<file path="src/rtl/dmem_arb_pkg.sv">
// rtl/dmem_arb_pkg.sv - shared types and defaults for the data-memory arbiter
//
// Purpose: owner encoding used by the arbiter state register and the
//          next-owner picker, default bus widths, owner-to-grant decode.
// Contents: owner_t, DEF_AWIDTH, DEF_DWIDTH, owner_gnt()
package dmem_arb_pkg;

  typedef enum logic [1:0] {
    OWN_NONE = 2'd0,
    OWN_R0   = 2'd1,
    OWN_R1   = 2'd2
  } owner_t;

  localparam int DEF_AWIDTH = 7;
  localparam int DEF_DWIDTH = 32;

  // Owner register is the grant; this is its one-hot-or-zero view.
  function automatic logic [1:0] owner_gnt(input owner_t o);
    case (o)
      OWN_R0:  return 2'b01;
      OWN_R1:  return 2'b10;
      default: return 2'b00;
    endcase
  endfunction

endpackage

</file>
<file path="src/rtl/dmem_arbiter_if.sv">
// rtl/dmem_arbiter_if.sv - requester and memory pins of the data-memory arbiter
//
// Purpose: bundles both requester ports and the memory-side pins.
// Ports (signals):
//   req[1:0], we[1:0], addr0/1, wdata0/1  requester transaction inputs
//   gnt[1:0], rvalid[1:0], rdata, busy     arbiter responses
//   mem_addr, mem_wdata, mem_we            arbiter drives memory
//   mem_rdata                              combinational memory read data
// Modports: slave = arbiter view, master = requesters plus memory view.
interface dmem_arbiter_if #(
  parameter int AWIDTH = dmem_arb_pkg::DEF_AWIDTH,
  parameter int DWIDTH = dmem_arb_pkg::DEF_DWIDTH
);

  logic [1:0]        req;
  logic [1:0]        we;
  logic [AWIDTH-1:0] addr0;
  logic [AWIDTH-1:0] addr1;
  logic [DWIDTH-1:0] wdata0;
  logic [DWIDTH-1:0] wdata1;
  logic [1:0]        gnt;
  logic [1:0]        rvalid;
  logic [DWIDTH-1:0] rdata;
  logic              busy;
  logic [AWIDTH-1:0] mem_addr;
  logic [DWIDTH-1:0] mem_wdata;
  logic              mem_we;
  logic [DWIDTH-1:0] mem_rdata;

  modport slave (
    input  req, we, addr0, addr1, wdata0, wdata1, mem_rdata,
    output gnt, rvalid, rdata, busy, mem_addr, mem_wdata, mem_we
  );

  modport master (
    output req, we, addr0, addr1, wdata0, wdata1, mem_rdata,
    input  gnt, rvalid, rdata, busy, mem_addr, mem_wdata, mem_we
  );

endinterface

</file>
<file path="src/rtl/dmem_arb_pick.sv">
// rtl/dmem_arb_pick.sv - next-owner and hold-count decision for the arbiter
//
// Purpose: purely combinational round-robin pick with bounded burst hold.
// Ports:
//   i_req[1:0]  current requests
//   i_owner     registered owner (current grant)
//   i_last      most recent owner, 1 = R1
//   i_hold      consecutive grants given to i_owner
//   o_owner     owner for the next cycle
//   o_hold      hold count for the next cycle
module dmem_arb_pick
  import dmem_arb_pkg::*;
#(
  parameter int MAX_HOLD = 4,
  parameter int HW       = $clog2(MAX_HOLD + 1)
) (
  input  logic [1:0]    i_req,
  input  owner_t        i_owner,
  input  logic          i_last,
  input  logic [HW-1:0] i_hold,
  output owner_t        o_owner,
  output logic [HW-1:0] o_hold
);

  logic w_hold_full;

  assign w_hold_full = (i_hold >= HW'(MAX_HOLD));

  always_comb begin
    o_owner = OWN_NONE;
    o_hold  = '0;

    case (i_owner)
      OWN_NONE: begin
        case (i_req)
          2'b01:   o_owner = OWN_R0;
          2'b10:   o_owner = OWN_R1;
          // Tie from idle goes to whoever did not own last.
          2'b11:   o_owner = i_last ? OWN_R0 : OWN_R1;
          default: o_owner = OWN_NONE;
        endcase
      end
      OWN_R0: begin
        if (i_req[0])
          o_owner = (i_req[1] && w_hold_full) ? OWN_R1 : OWN_R0;
        else
          o_owner = i_req[1] ? OWN_R1 : OWN_NONE;
      end
      OWN_R1: begin
        if (i_req[1])
          o_owner = (i_req[0] && w_hold_full) ? OWN_R0 : OWN_R1;
        else
          o_owner = i_req[0] ? OWN_R0 : OWN_NONE;
      end
      default: o_owner = OWN_NONE;
    endcase

    // Count restarts on every change of hands and saturates while retained,
    // so a long solo burst yields at once when the other side shows up.
    if (o_owner == OWN_NONE)
      o_hold = '0;
    else if (o_owner != i_owner)
      o_hold = HW'(1);
    else if (!w_hold_full)
      o_hold = i_hold + HW'(1);
    else
      o_hold = i_hold;
  end

endmodule

</file>
<file path="src/rtl/dmem_arbiter.sv">
// rtl/dmem_arbiter.sv - two-requester round-robin arbiter for the data memory
//
// Purpose: shares a single-port data memory between the load/store path (R0)
//          and the DMA/debug port (R1); drives the memory pins from the
//          registered grant and returns registered read data.
// Ports:
//   clk  rising-edge clock
//   rst  asynchronous active-low reset
//   bus  dmem_arbiter_if.slave: requester inputs, gnt/rvalid/rdata/busy,
//        memory address/write-data/write-enable, memory read data
module dmem_arbiter
  import dmem_arb_pkg::*;
#(
  parameter int AWIDTH   = DEF_AWIDTH,
  parameter int DWIDTH   = DEF_DWIDTH,
  parameter int MAX_HOLD = 4
) (
  input  logic           clk,
  input  logic           rst,
  dmem_arbiter_if.slave  bus
);

  localparam int HW = $clog2(MAX_HOLD + 1);

  owner_t            r_owner;
  logic              r_last;
  logic [HW-1:0]     r_hold;
  logic [1:0]        r_rvalid;
  logic [DWIDTH-1:0] r_rdata;

  owner_t            w_nxt_owner;
  logic [HW-1:0]     w_nxt_hold;
  logic [1:0]        w_gnt;
  logic [1:0]        w_rd;
  logic [AWIDTH-1:0] w_mem_addr;
  logic [DWIDTH-1:0] w_mem_wdata;
  logic              w_mem_we;

  dmem_arb_pick #(
    .MAX_HOLD (MAX_HOLD),
    .HW       (HW)
  ) u_pick (
    .i_req   (bus.req),
    .i_owner (r_owner),
    .i_last  (r_last),
    .i_hold  (r_hold),
    .o_owner (w_nxt_owner),
    .o_hold  (w_nxt_hold)
  );

  assign w_gnt = owner_gnt(r_owner);

  // Memory pins depend only on the registered grant and the granted side's
  // inputs. A grant whose request has been withdrawn is spent with no access.
  always_comb begin
    w_mem_addr  = '0;
    w_mem_wdata = '0;
    w_mem_we    = 1'b0;
    w_rd        = 2'b00;
    if (w_gnt[0]) begin
      w_mem_addr  = bus.addr0;
      w_mem_wdata = bus.wdata0;
      w_mem_we    = bus.we[0] & bus.req[0];
      w_rd[0]     = bus.req[0] & ~bus.we[0];
    end else if (w_gnt[1]) begin
      w_mem_addr  = bus.addr1;
      w_mem_wdata = bus.wdata1;
      w_mem_we    = bus.we[1] & bus.req[1];
      w_rd[1]     = bus.req[1] & ~bus.we[1];
    end
  end

  always_ff @(posedge clk or negedge rst) begin
    if (!rst) begin
      r_owner  <= OWN_NONE;
      r_last   <= 1'b1;
      r_hold   <= '0;
      r_rvalid <= 2'b00;
      r_rdata  <= '0;
    end else begin
      r_owner  <= w_nxt_owner;
      r_hold   <= w_nxt_hold;
      if (w_nxt_owner != OWN_NONE)
        r_last <= (w_nxt_owner == OWN_R1);
      r_rvalid <= w_rd;
      if (|w_rd)
        r_rdata <= bus.mem_rdata;
    end
  end

  assign bus.gnt       = w_gnt;
  assign bus.busy      = |w_gnt;
  assign bus.rvalid    = r_rvalid;
  assign bus.rdata     = r_rdata;
  assign bus.mem_addr  = w_mem_addr;
  assign bus.mem_wdata = w_mem_wdata;
  assign bus.mem_we    = w_mem_we;

endmodule

</file>
<file path="src/flat_wrapper.sv">
// flat-port wrapper written by rule: the top's interface ports become plain ports
module dmem_arbiter_flat import dmem_arb_pkg::*;
#(
  parameter int AWIDTH   = DEF_AWIDTH,
  parameter int DWIDTH   = DEF_DWIDTH,
  parameter int MAX_HOLD = 4
)
  (clk, rst, bus_req, bus_we, bus_addr0, bus_addr1, bus_wdata0, bus_wdata1, bus_mem_rdata, bus_gnt, bus_rvalid, bus_rdata, bus_busy, bus_mem_addr, bus_mem_wdata, bus_mem_we);
  dmem_arbiter_if #(.AWIDTH(AWIDTH), .DWIDTH(DWIDTH)) bus_i ();
  input  logic clk;
  input  logic rst;
  input wire logic [$bits(bus_i.req)-1:0] bus_req;
  input wire logic [$bits(bus_i.we)-1:0] bus_we;
  input wire logic [$bits(bus_i.addr0)-1:0] bus_addr0;
  input wire logic [$bits(bus_i.addr1)-1:0] bus_addr1;
  input wire logic [$bits(bus_i.wdata0)-1:0] bus_wdata0;
  input wire logic [$bits(bus_i.wdata1)-1:0] bus_wdata1;
  input wire logic [$bits(bus_i.mem_rdata)-1:0] bus_mem_rdata;
  output wire logic [$bits(bus_i.gnt)-1:0] bus_gnt;
  output wire logic [$bits(bus_i.rvalid)-1:0] bus_rvalid;
  output wire logic [$bits(bus_i.rdata)-1:0] bus_rdata;
  output wire logic [$bits(bus_i.busy)-1:0] bus_busy;
  output wire logic [$bits(bus_i.mem_addr)-1:0] bus_mem_addr;
  output wire logic [$bits(bus_i.mem_wdata)-1:0] bus_mem_wdata;
  output wire logic [$bits(bus_i.mem_we)-1:0] bus_mem_we;
  assign bus_i.req = bus_req;
  assign bus_i.we = bus_we;
  assign bus_i.addr0 = bus_addr0;
  assign bus_i.addr1 = bus_addr1;
  assign bus_i.wdata0 = bus_wdata0;
  assign bus_i.wdata1 = bus_wdata1;
  assign bus_i.mem_rdata = bus_mem_rdata;
  assign bus_gnt = bus_i.gnt;
  assign bus_rvalid = bus_i.rvalid;
  assign bus_rdata = bus_i.rdata;
  assign bus_busy = bus_i.busy;
  assign bus_mem_addr = bus_i.mem_addr;
  assign bus_mem_wdata = bus_i.mem_wdata;
  assign bus_mem_we = bus_i.mem_we;
  dmem_arbiter #(.AWIDTH(AWIDTH), .DWIDTH(DWIDTH), .MAX_HOLD(MAX_HOLD)) u_core (.clk(clk), .rst(rst), .bus(bus_i));
endmodule
</file>
<file path="config.mk">
export PLATFORM = sky130hd
export DESIGN_NAME = dmem_arbiter_flat
export DESIGN_NICKNAME = d
export VERILOG_FILES = /design/src/rtl/dmem_arb_pkg.sv /design/src/rtl/dmem_arbiter_if.sv /design/src/rtl/dmem_arb_pick.sv /design/src/rtl/dmem_arbiter.sv /design/src/flat_wrapper.sv
export SDC_FILE = /design/constraint.sdc
export NUM_CORES = 1
export LEC_CHECK = 0
export ABC_AREA = 1
export CAP_MARGIN = 20
export CORE_MARGIN = 2
export CORE_UTILIZATION = 32
export DETAILED_ROUTE_END_ITERATION = 12
export HOLD_SLACK_MARGIN = 0.05
export PLACE_DENSITY_LB_ADDON = 0.15
export SYNTH_ARGS = -nofsm -noshare
export SYNTH_HDL_FRONTEND = slang
export SYNTH_HIERARCHICAL = 1
export SYNTH_SLANG_ARGS = --single-unit
</file>
<file path="constraint.sdc">
create_clock -name clk -period 2.1 [get_ports clk]
set_input_delay 0.42 -clock clk [delete_from_list [all_inputs] [get_ports clk]]
set_output_delay 0.42 -clock clk [all_outputs]
set_load 0.005 [all_outputs]
</file>
; ---- After elaboration in Yosys (flattened, before gate mapping)
; Index checks and enable logic that the tools add are counted.
[word_totals]
ff_bits = 40
[classes]
add_sub_neg = 1
magnitude_cmp = 1
n_eq_ne = 8
n_mux = 22
bitwise_logic = 6
reduce_logical = 7
[ops]
columns = op, count
row1 = $mux W32, 2
row2 = $mux W7, 2
row3 = $mux W2, 6
row4 = $pmux W2 S3, 2
row5 = $mux W3, 3
row6 = $eq A2 B2 Y1 const B, 4
row7 = $mux W1, 6
row8 = $and A1 B1 Y1, 4
row9 = $eq A2 B1 Y1 const B, 2
row10 = $logic_not A2 Y1, 2
row11 = $pmux W2 S2, 1
row12 = $reduce_or A2 Y1, 2
row13 = $add A3 B1 Y3 const B, 1
row14 = $ge A3 B3 Y1 const B, 1
row15 = $ne A3 B1 Y1 const B, 1
row16 = $logic_and A1 B1 Y1, 2
row17 = $ne A2 B2 Y1, 1
row18 = $not A1 Y1, 2
row19 = $reduce_bool A2 Y1, 1

; ---- Logic depth before layout (Yosys ltp)
; Gate-level depths: netlist (run 1).
[depth]
ltp_word = 8
depth_mapped = 10
mapped_depth_nobuf = 10

; ---- By module
; Netlist (run 1), hierarchy kept.
[by_module_without_submodules]
columns = mod, instances, cells_each, area_each_um2, seq_area_each_um2
row1 = dmem_arbiter, 1, 214, 1960.6, 1002.2
row2 = dmem_arb_pick, 1, 50, 267.8, 0.0

; ---- Worst setup path after synthesis (run 1)
; Ideal clock, no wire load.
[synth_path]
path_kind = register -> output
from = reg u_core.r_owner[1]
to = out bus_mem_addr[0]
arrival_ns = 1.425
required_ns = 1.680
setup_slack_ns = 0.255
path_stages_with_launch = 7
n_path_buf = 2
cell_sequence = dfrtp_1 > inv_1 > ha_1 > nor2_2 > buf_2 > buf_4 > a22o_1
[synth_between]
elab_cells_between_ends = 5
classes_between = 2 x eq/ne / 3 x mux
[synth_rtl]
columns = element, line
row1 = start: declaration, dmem_arbiter.sv:25  ; owner_t r_owner;
row2 = start signal: assignment, dmem_arbiter.sv:81  ; r_owner <= w_nxt_owner;
row3 = $eq A2 B2 Y1 or $eq A2 B1 Y1 (tied branches), dmem_arb_pkg.sv:19  ; case (o)
row4 = $pmux W2 S2 *, dmem_arb_pkg.sv:19
row5 = via bus_gnt[0], flat_wrapper.sv:19  ; output wire logic [$bits(bus_i.gnt)-1:0] bus_gnt;
row6 = $mux W7 *, dmem_arbiter.sv:60  ; if (w_gnt[0]) begin
row7 = end: declaration, flat_wrapper.sv:23  ; output wire logic [$bits(bus_i.mem_addr)-1:0] bus_mem_addr;
; Mark *: on every way through the listed nets, which the timed path passes. The rest lies on a longest branch.

; ---- Worst setup path after layout (run 1)
[layout_path]
from = reg u_core.r_owner[1]
to = out bus_mem_wdata[12]
[layout_between]
elab_chain_cells = 4
elab_cells_between_ends = 5
classes_between = 2 x eq/ne / 3 x mux
[layout_lines]
columns = element, line
row1 = $eq A2 B2 Y1 or $eq A2 B1 Y1 (tied branches), dmem_arb_pkg.sv:19
row2 = $pmux W2 S2 *, dmem_arb_pkg.sv:19
row3 = $mux W32, dmem_arbiter.sv:65  ; end else if (w_gnt[1]) begin
row4 = $mux W32 *, dmem_arbiter.sv:60
row5 = end: declaration, flat_wrapper.sv:24  ; output wire logic [$bits(bus_i.mem_wdata)-1:0] bus_mem_wdata;
; Mark *: on every way between the ends. The rest lies on a longest branch, timed or not.

==> results of run 1 <==
## stage by stage
step / instance area, um^2 / power [uW]
after floorplan: 2228 / 2594
after global placement: 4344 / 4473
after detailed placement: 4344 / 4538
after CTS: 4452 / 5084
after global routing: 4481 / 5567
final: 4481 / 5187
## power breakdown
| group | total [uW] | switching, uW | internal [uW] |
|---|---|---|---|
| clock network | 513 | 276 | 236 |
| logic | 3370 | 1410 | 1960 |
| registers | 1310 | 197 | 1110 |
## worst max path at each step
stage,endpoint,slack [ns],from
2_1_floorplan,bus_mem_addr[0],0.25,u_core/r_owner[1]
3_3_place_gp,bus_mem_wdata[8],0.008,u_core/r_owner[1]
3_5_place_dp,bus_mem_addr[1],-0.02,u_core/r_owner[1]
4_1_cts,bus_mem_addr[1],-0.33,u_core/r_owner[0]
5_1_grt,bus_mem_wdata[12],-0.20,u_core/r_owner[1]
6_report,bus_mem_wdata[12],-0.13,u_core/r_owner[1]
## metal layers
metal	vias to the layer above	wire, um	GRT usage [%]
li1	1324	-	-
met1	1239	3483	24.37
met2	139	4708	37.19
met3	16	849	7.299
met4	0	208	6.434
met5	-	0	0
## placed cells by master, fill, tap and decap left out
cell and instances:
clkbuf_16 3, clkbuf_8 5, clkbuf_2 35, nand3_2 5
nand2_2 4, ha_4 1, nor2_2 2, o22ai_1 1
buf_12 5, clkdlybuf4s50_1 151, xor2_1 1, ha_1 4
dfrtp_1 38, dlygate4sd2_1 1, ha_2 1, nor2_1 9
buf_4 19, clkbuf_1 1, nand3_1 38, nor2_4 1
inv_1 13, inv_2 3, clkinvlp_4 1, dfstp_2 1
dlymetal6s2s_1 2, buf_6 4, nor3_2 1, buf_2 3
dfrtp_2 1, buf_8 1, a21oi_1 2, dlygate4sd3_1 1
clkinv_4 1, nand2_1 78, a22o_1 39, clkinv_1 1
nand4_1 3
## cell type report
type / instances / share of cell area (%)
clock inverter: 2 / 0.3630
multi-input combinational: 190 / 24.57
timing repair buffer: 225 / 47.39
inverter: 17 / 1.424
clock buffer: 6 / 1.620
sequential: 40 / 22.40
tap: 80 / 2.234
## kinds of logic (layout without fill, tap and decap cells)
kind of cell | after synthesis | in the layout
buffers and inverters | 34 | 250
xor gates and xnor gates | 1 | 1
adders and majority gates | 6 | 6
DFF | 40 | 40
and+or+nand+nor | 141 | 141
AOI/OAI and AO/OA | 42 | 42
## state kept, by name, indices dropped and copies added, names as in the netlist
| signal | flops |
|---|---|
| u_core/r_last | 1 |
| u_core/bus.rvalid | 2 |
| u_core/bus.rdata | 32 |
| u_core/r_hold | 3 |
| u_core/r_owner | 2 |
## worst max-delay path, cell delays in order, from the launching register on
cell       delay, ns
dfrtp_1         0.39
buf_4           0.14
ha_2            0.16
inv_2           0.06
nor2_4          0.04
buf_12          0.13
buf_4           0.13
clkbuf_16       0.15
a22o_1          0.18
buf_2           0.13
## cell usage after synthesis
cell	number	share of area [%]
dfstp_2	1	1.2
nand2_2	4	1.1
o22ai_1	1	0.28
nand2_1	78	13
inv_1	15	2.5
inv_2	1	0.17
nand3_1	38	8.5
nand3_2	5	2.2
a22o_1	39	15
ha_1	6	3.4
nor3_2	1	0.45
nand4_1	3	0.84
buf_4	1	0.34
buf_2	11	2.5
dfrtp_1	39	44
nor2_2	3	0.84
clkinv_1	1	0.17
a21oi_1	2	0.45
nor2_1	9	1.5
xor2_1	1	0.39
clkbuf_1	5	0.84
## timing repair
item	4_1_cts	5_1_grt
buffers inserted	1	6
hold buffers	1	0
endpoints found under the hold margin	7	0
resized for setup	2	87
pin swaps	0	3
endpoints found under the setup margin	41	41
gates cloned	0	6
==> run summary, run 1 <==
status -> complete, but fails checks
failing checks -> setup timing
Worst Tran Pin Value -> 0.4171 ns
largest family of logic cells by synthesized area -> simple AND/OR/NAND/NOR gates
Fin Setup TNS -> -2.283 ns
residual DRC count -> 0
Crit Reg-Reg Endpoint -> u_core/bus.rdata[1]
Synth cell types -> 21
CTS root buffer -> clkbuf_8
multi-input combinational cell area -> 0.001101 mm^2
drt total wl -> 9250 um
Pins Over Slew Limit -> 0
Starting Density -> 32.98%
P&R area growth vs syn -> 101.1%
WS Path Type -> register to output port
pre-CTS WS -> -0.01675 ns
Worst Path Max Fanout -> 6
DR vias -> 2718
Cells after Synth -> 264
core footprint -> 0.006756 mm^2
first-pass GRT wire length -> 12700 um
Final min period -> 2.226 ns
Leakage -> 0.002197 uW
die height -> 87.45 um
fin nets -> 601
initial antenna violation count -> 0
Final ANT Viol Nets -> 0
number of buffers created by CTS -> 5
non-filler cells, final -> 560
endpoints failing setup -> 26
H-tree depth -> 2
CTS Buffer Depth -> 2
Seq/Total Area, Yosys -> 44.97%
fillers -> 575
layout cell share with drive strength beyond 1 -> 20.21%
Compound-Gate Fraction of Synth Area -> 16.06%
post-synthesis mux area share -> 0%
Die W -> 87.45 um
Peak supply drop -> 655.2 uV
RSZ-0062 raised after global routing -> true
endpoints failing hold -> 0
R2R depth -> 9
CP Launch Type -> register
placed insts -> 538
Post-Synth XOR/XNOR Area -> 0.3930%
Post-DP HPWL -> 6854 um
Worst EP required -> 1.68 ns
pwr/cell area -> 1158 mW/mm^2
Avg Cell Area, Syn -> 8.441 um^2
PortBufs -> 192
gr ovfl total -> 0
FF-to-FF setup slack -> 0.47 ns
Cell Area, Synth -> 0.002228 mm^2
num ports -> 193
Iter 0 DRT Violations -> 79
CTS tree -> yes
hold_sp -> u_core/r_last
Site Rows -> 30
Max Cap Viol -> 0
register area -> 0.001003 mm^2
final core utilization -> 66.31%
WHS -> 0.4991 ns
Worst-path clk slew -> 0.07 ns
Hold Crit Depth -> 2
worst path arrival time -> 1.81 ns
post-synthesis adder-cell area fraction -> 3.369%
Worst-Skew Late Latency -> 0.29 ns
syn_nets -> 386
Crit Reg-Reg Startpoint -> u_core/r_owner[1]
# diodes -> 0
Sinks on Clock Net -> 40
post-synthesis register bit count -> 40
final worst slack -> -0.1265 ns
Final period util -> 106.0%
min-delay worst type -> register to register
Pre-antenna DRT Iters -> 4
vias in the first global route -> 2562
Fmax achieved -> 0.4491 GHz
clock skew -> 0.008715 ns
hold path endpoint -> u_core/r_last
gr usage total -> 21.26%
synth warn -> 6
vias per std cell -> 4.854
Slew headroom -> 72.19%
pin count of the biggest net entering global routing -> 39
CP Capture Type -> output port
DIE AREA -> 0.007648 mm^2
gp weighted congestion -> 0.8567
DR WL/cell -> 16.52 um
Post-Synth Simple-Gate Area -> 28.69%
No activity file was read; power rests on OpenSTA's default activity.
==> run 2, diff against run 1 <==
Settings changed: CAP_MARGIN 20 to 15, MAX_ROUTING_LAYER from default to met4.
==> run summary, run 2 (synthesis gave the netlist of run 1 again) <==
DIE AREA -> 0.007648 mm^2
vias in the first global route -> 2565
placed insts -> 538
Worst Path Max Fanout -> 6
endpoints failing hold -> 0
Max Cap Viol -> 0
Final period util -> 106.2%
R2R depth -> 9
final core utilization -> 66.20%
Flop pwr share -> 25.2%
worst path arrival time -> 1.81 ns
crit-path most repeated cell -> buf_4
non-filler cells, final -> 560
Worst EP required -> 1.68 ns
Largest register FFs -> 32
Peak supply drop -> 657.8 uV
Die W -> 87.45 um
die height -> 87.45 um
Sw Share -> 36.39%
first-pass GRT wire length -> 12680 um
H-tree depth -> 2
Crit Reg-Reg Startpoint -> u_core/r_owner[1]
vias per std cell -> 4.809
pin count of the biggest net entering global routing -> 39
Sinks on Clock Net -> 40
WS Path Type -> register to output port
gr ovfl total -> 0
DR vias -> 2693
PortBufs -> 192
# diodes -> 0
internal power -> 3301 uW
CTS Buffer Depth -> 2
Pins Over Slew Limit -> 0
drt total wl -> 9289 um
Cell Chain, Critical Path -> buf_4, ha_2, inv_2, nor2_4, buf_12, buf_4, clkbuf_16, a22o_1, buf_2
Worst-path clk slew -> 0.07 ns
Pre-antenna DRT Iters -> 4
P&R area growth vs syn -> 100.7%
DR WL/cell -> 16.59 um
fin nets -> 601
Logic pwr share -> 64.9%
min-delay worst type -> register to register
Levels on crit path -> 9
FF-to-FF setup slack -> 0.46 ns
most common cell after layout, fill and taps aside -> clkdlybuf4s50_1
Final ANT Viol Nets -> 0
Fmax achieved -> 0.4482 GHz
CP Capture Type -> output port
failing checks -> setup timing
Top delay family on crit path -> buffers and inverters
Worst-Skew Late Latency -> 0.30 ns
status -> complete, but fails checks
CTS root buffer -> clkbuf_8
Final min period -> 2.231 ns
net switching power -> 1889 uW
layout cell share with drive strength beyond 1 -> 20.42%
CTS tree -> yes
clock share of power -> 9.9%
Crit Reg-Reg Endpoint -> u_core/bus.rdata[1]
Iter 0 DRT Violations -> 73
gp weighted congestion -> 0.8704
Starting Density -> 32.98%
num ports -> 193
CP Launch Point -> u_core/r_owner[1]
Worst Tran Pin Value -> 0.4200 ns
Slew headroom -> 72.00%
gr usage total -> 21.90%
pwr/cell area -> 1160 mW/mm^2
CP Launch Type -> register
number of buffers created by CTS -> 5
residual DRC count -> 0
RSZ-0062 raised after global routing -> true
Leakage -> 0.002182 uW
final worst slack -> -0.1309 ns
Post-DP HPWL -> 6854 um
core footprint -> 0.006756 mm^2
crit-path max cell delay -> 0.39 ns
Site Rows -> 30
pre-CTS WS -> -0.01675 ns
initial antenna violation count -> 0
slowest stage cell, crit path -> dfrtp_1
commonest non-fill, non-tap cells in the layout -> clkdlybuf4s50_1 (151), nand2_1 (78), a22o_1 (39), nand3_1 (38), dfrtp_1 (38)
endpoints failing setup -> 26
clock skew -> 0.008638 ns
CP bufs+invs -> 6
CP endpoint -> bus_mem_wdata[12]
-- run 2: changes by cell type in the layout (fill, tap and decap cells not counted) --
cell / previous run / this run
clkbuf_2: 35 / 36
dlymetal6s2s_1: 2 / 1
-- run 2: power by group through the flow --
stage	combinational [uW]	clock, uW	sequential, uW
2_1_floorplan	1260	0	1330
4_1_cts	3250	530	1300
3_3_place_gp	3160	0	1310
3_5_place_dp	3230	0	1310
5_1_grt	3650	568	1350
6_report	3370	514	1310
-- run 2: layout make-up --
class,instances,area (um^2)
Fill cell,575,2283
Clock inverter,2,16.27
Tap cell,80,100.1
Multi-Input combinational cell,190,1101
Timing Repair Buffer,225,2116
Inverter,17,63.81
Sequential cell,40,1003
Clock buffer,6,72.57
-- run 2: worst min path at each step --
stage	to	cells after the start	startpoint	slack, ns
4_1_cts	u_core/r_last	2	u_core/r_last	0.50
6_report	u_core/r_last	2	u_core/r_last	0.50
3_5_place_dp	u_core/bus.rdata[9]	1	rst	0.38
5_1_grt	u_core/bus.rdata[22]	2	u_core/bus.rdata[22]	0.54
2_1_floorplan	u_core/bus.rdata[0]	0	rst	0.12
3_3_place_gp	u_core/bus.rdata[9]	1	rst	0.37
-- run 2: routing by layer --
| layer | vias up | global-route usage [%] | share of wire, % |
|---|---|---|---|
| met4 | 0 | 6.434 | 2.2 |
| li1 | 1323 | - | - |
| met5 | - | - | 0 |
| met3 | 16 | 6.730 | 8.6 |
| met1 | 1220 | 24.72 | 38 |
| met2 | 134 | 37.26 | 51 |
-- run 2: per-stage QoR --
stage	total power, uW	setup TNS, ns	area, um^2	hold WS, ns
after global placement	4473	0	4344	0.3704
after global routing	5565	-4.252	4473	0.5364
after floorplan	2594	0	2228	0.1244
after detailed placement	4538	-0.04252	4344	0.3802
final	5189	-2.329	4473	0.5014
after CTS	5084	-11.61	4452	0.5029
-- run 2: tightest hold or removal path: cells and delay by family, from the launching register on --
family           cells  cell delay [ns]
DFF                  1             0.38
and+or+nand+nor      2             0.12
-- run 2: timing repair --
| action | 4_1_cts | 5_1_grt |
|---|---|---|
| hold buffers | 1 | 0 |
| endpoints found under the hold margin | 7 | 0 |
| endpoints found under the setup margin | 41 | 41 |
| pin swaps | 0 | 3 |
| gates resized for setup | 2 | 88 |
| cloned | 0 | 6 |
| setup buffers | 1 | 6 |
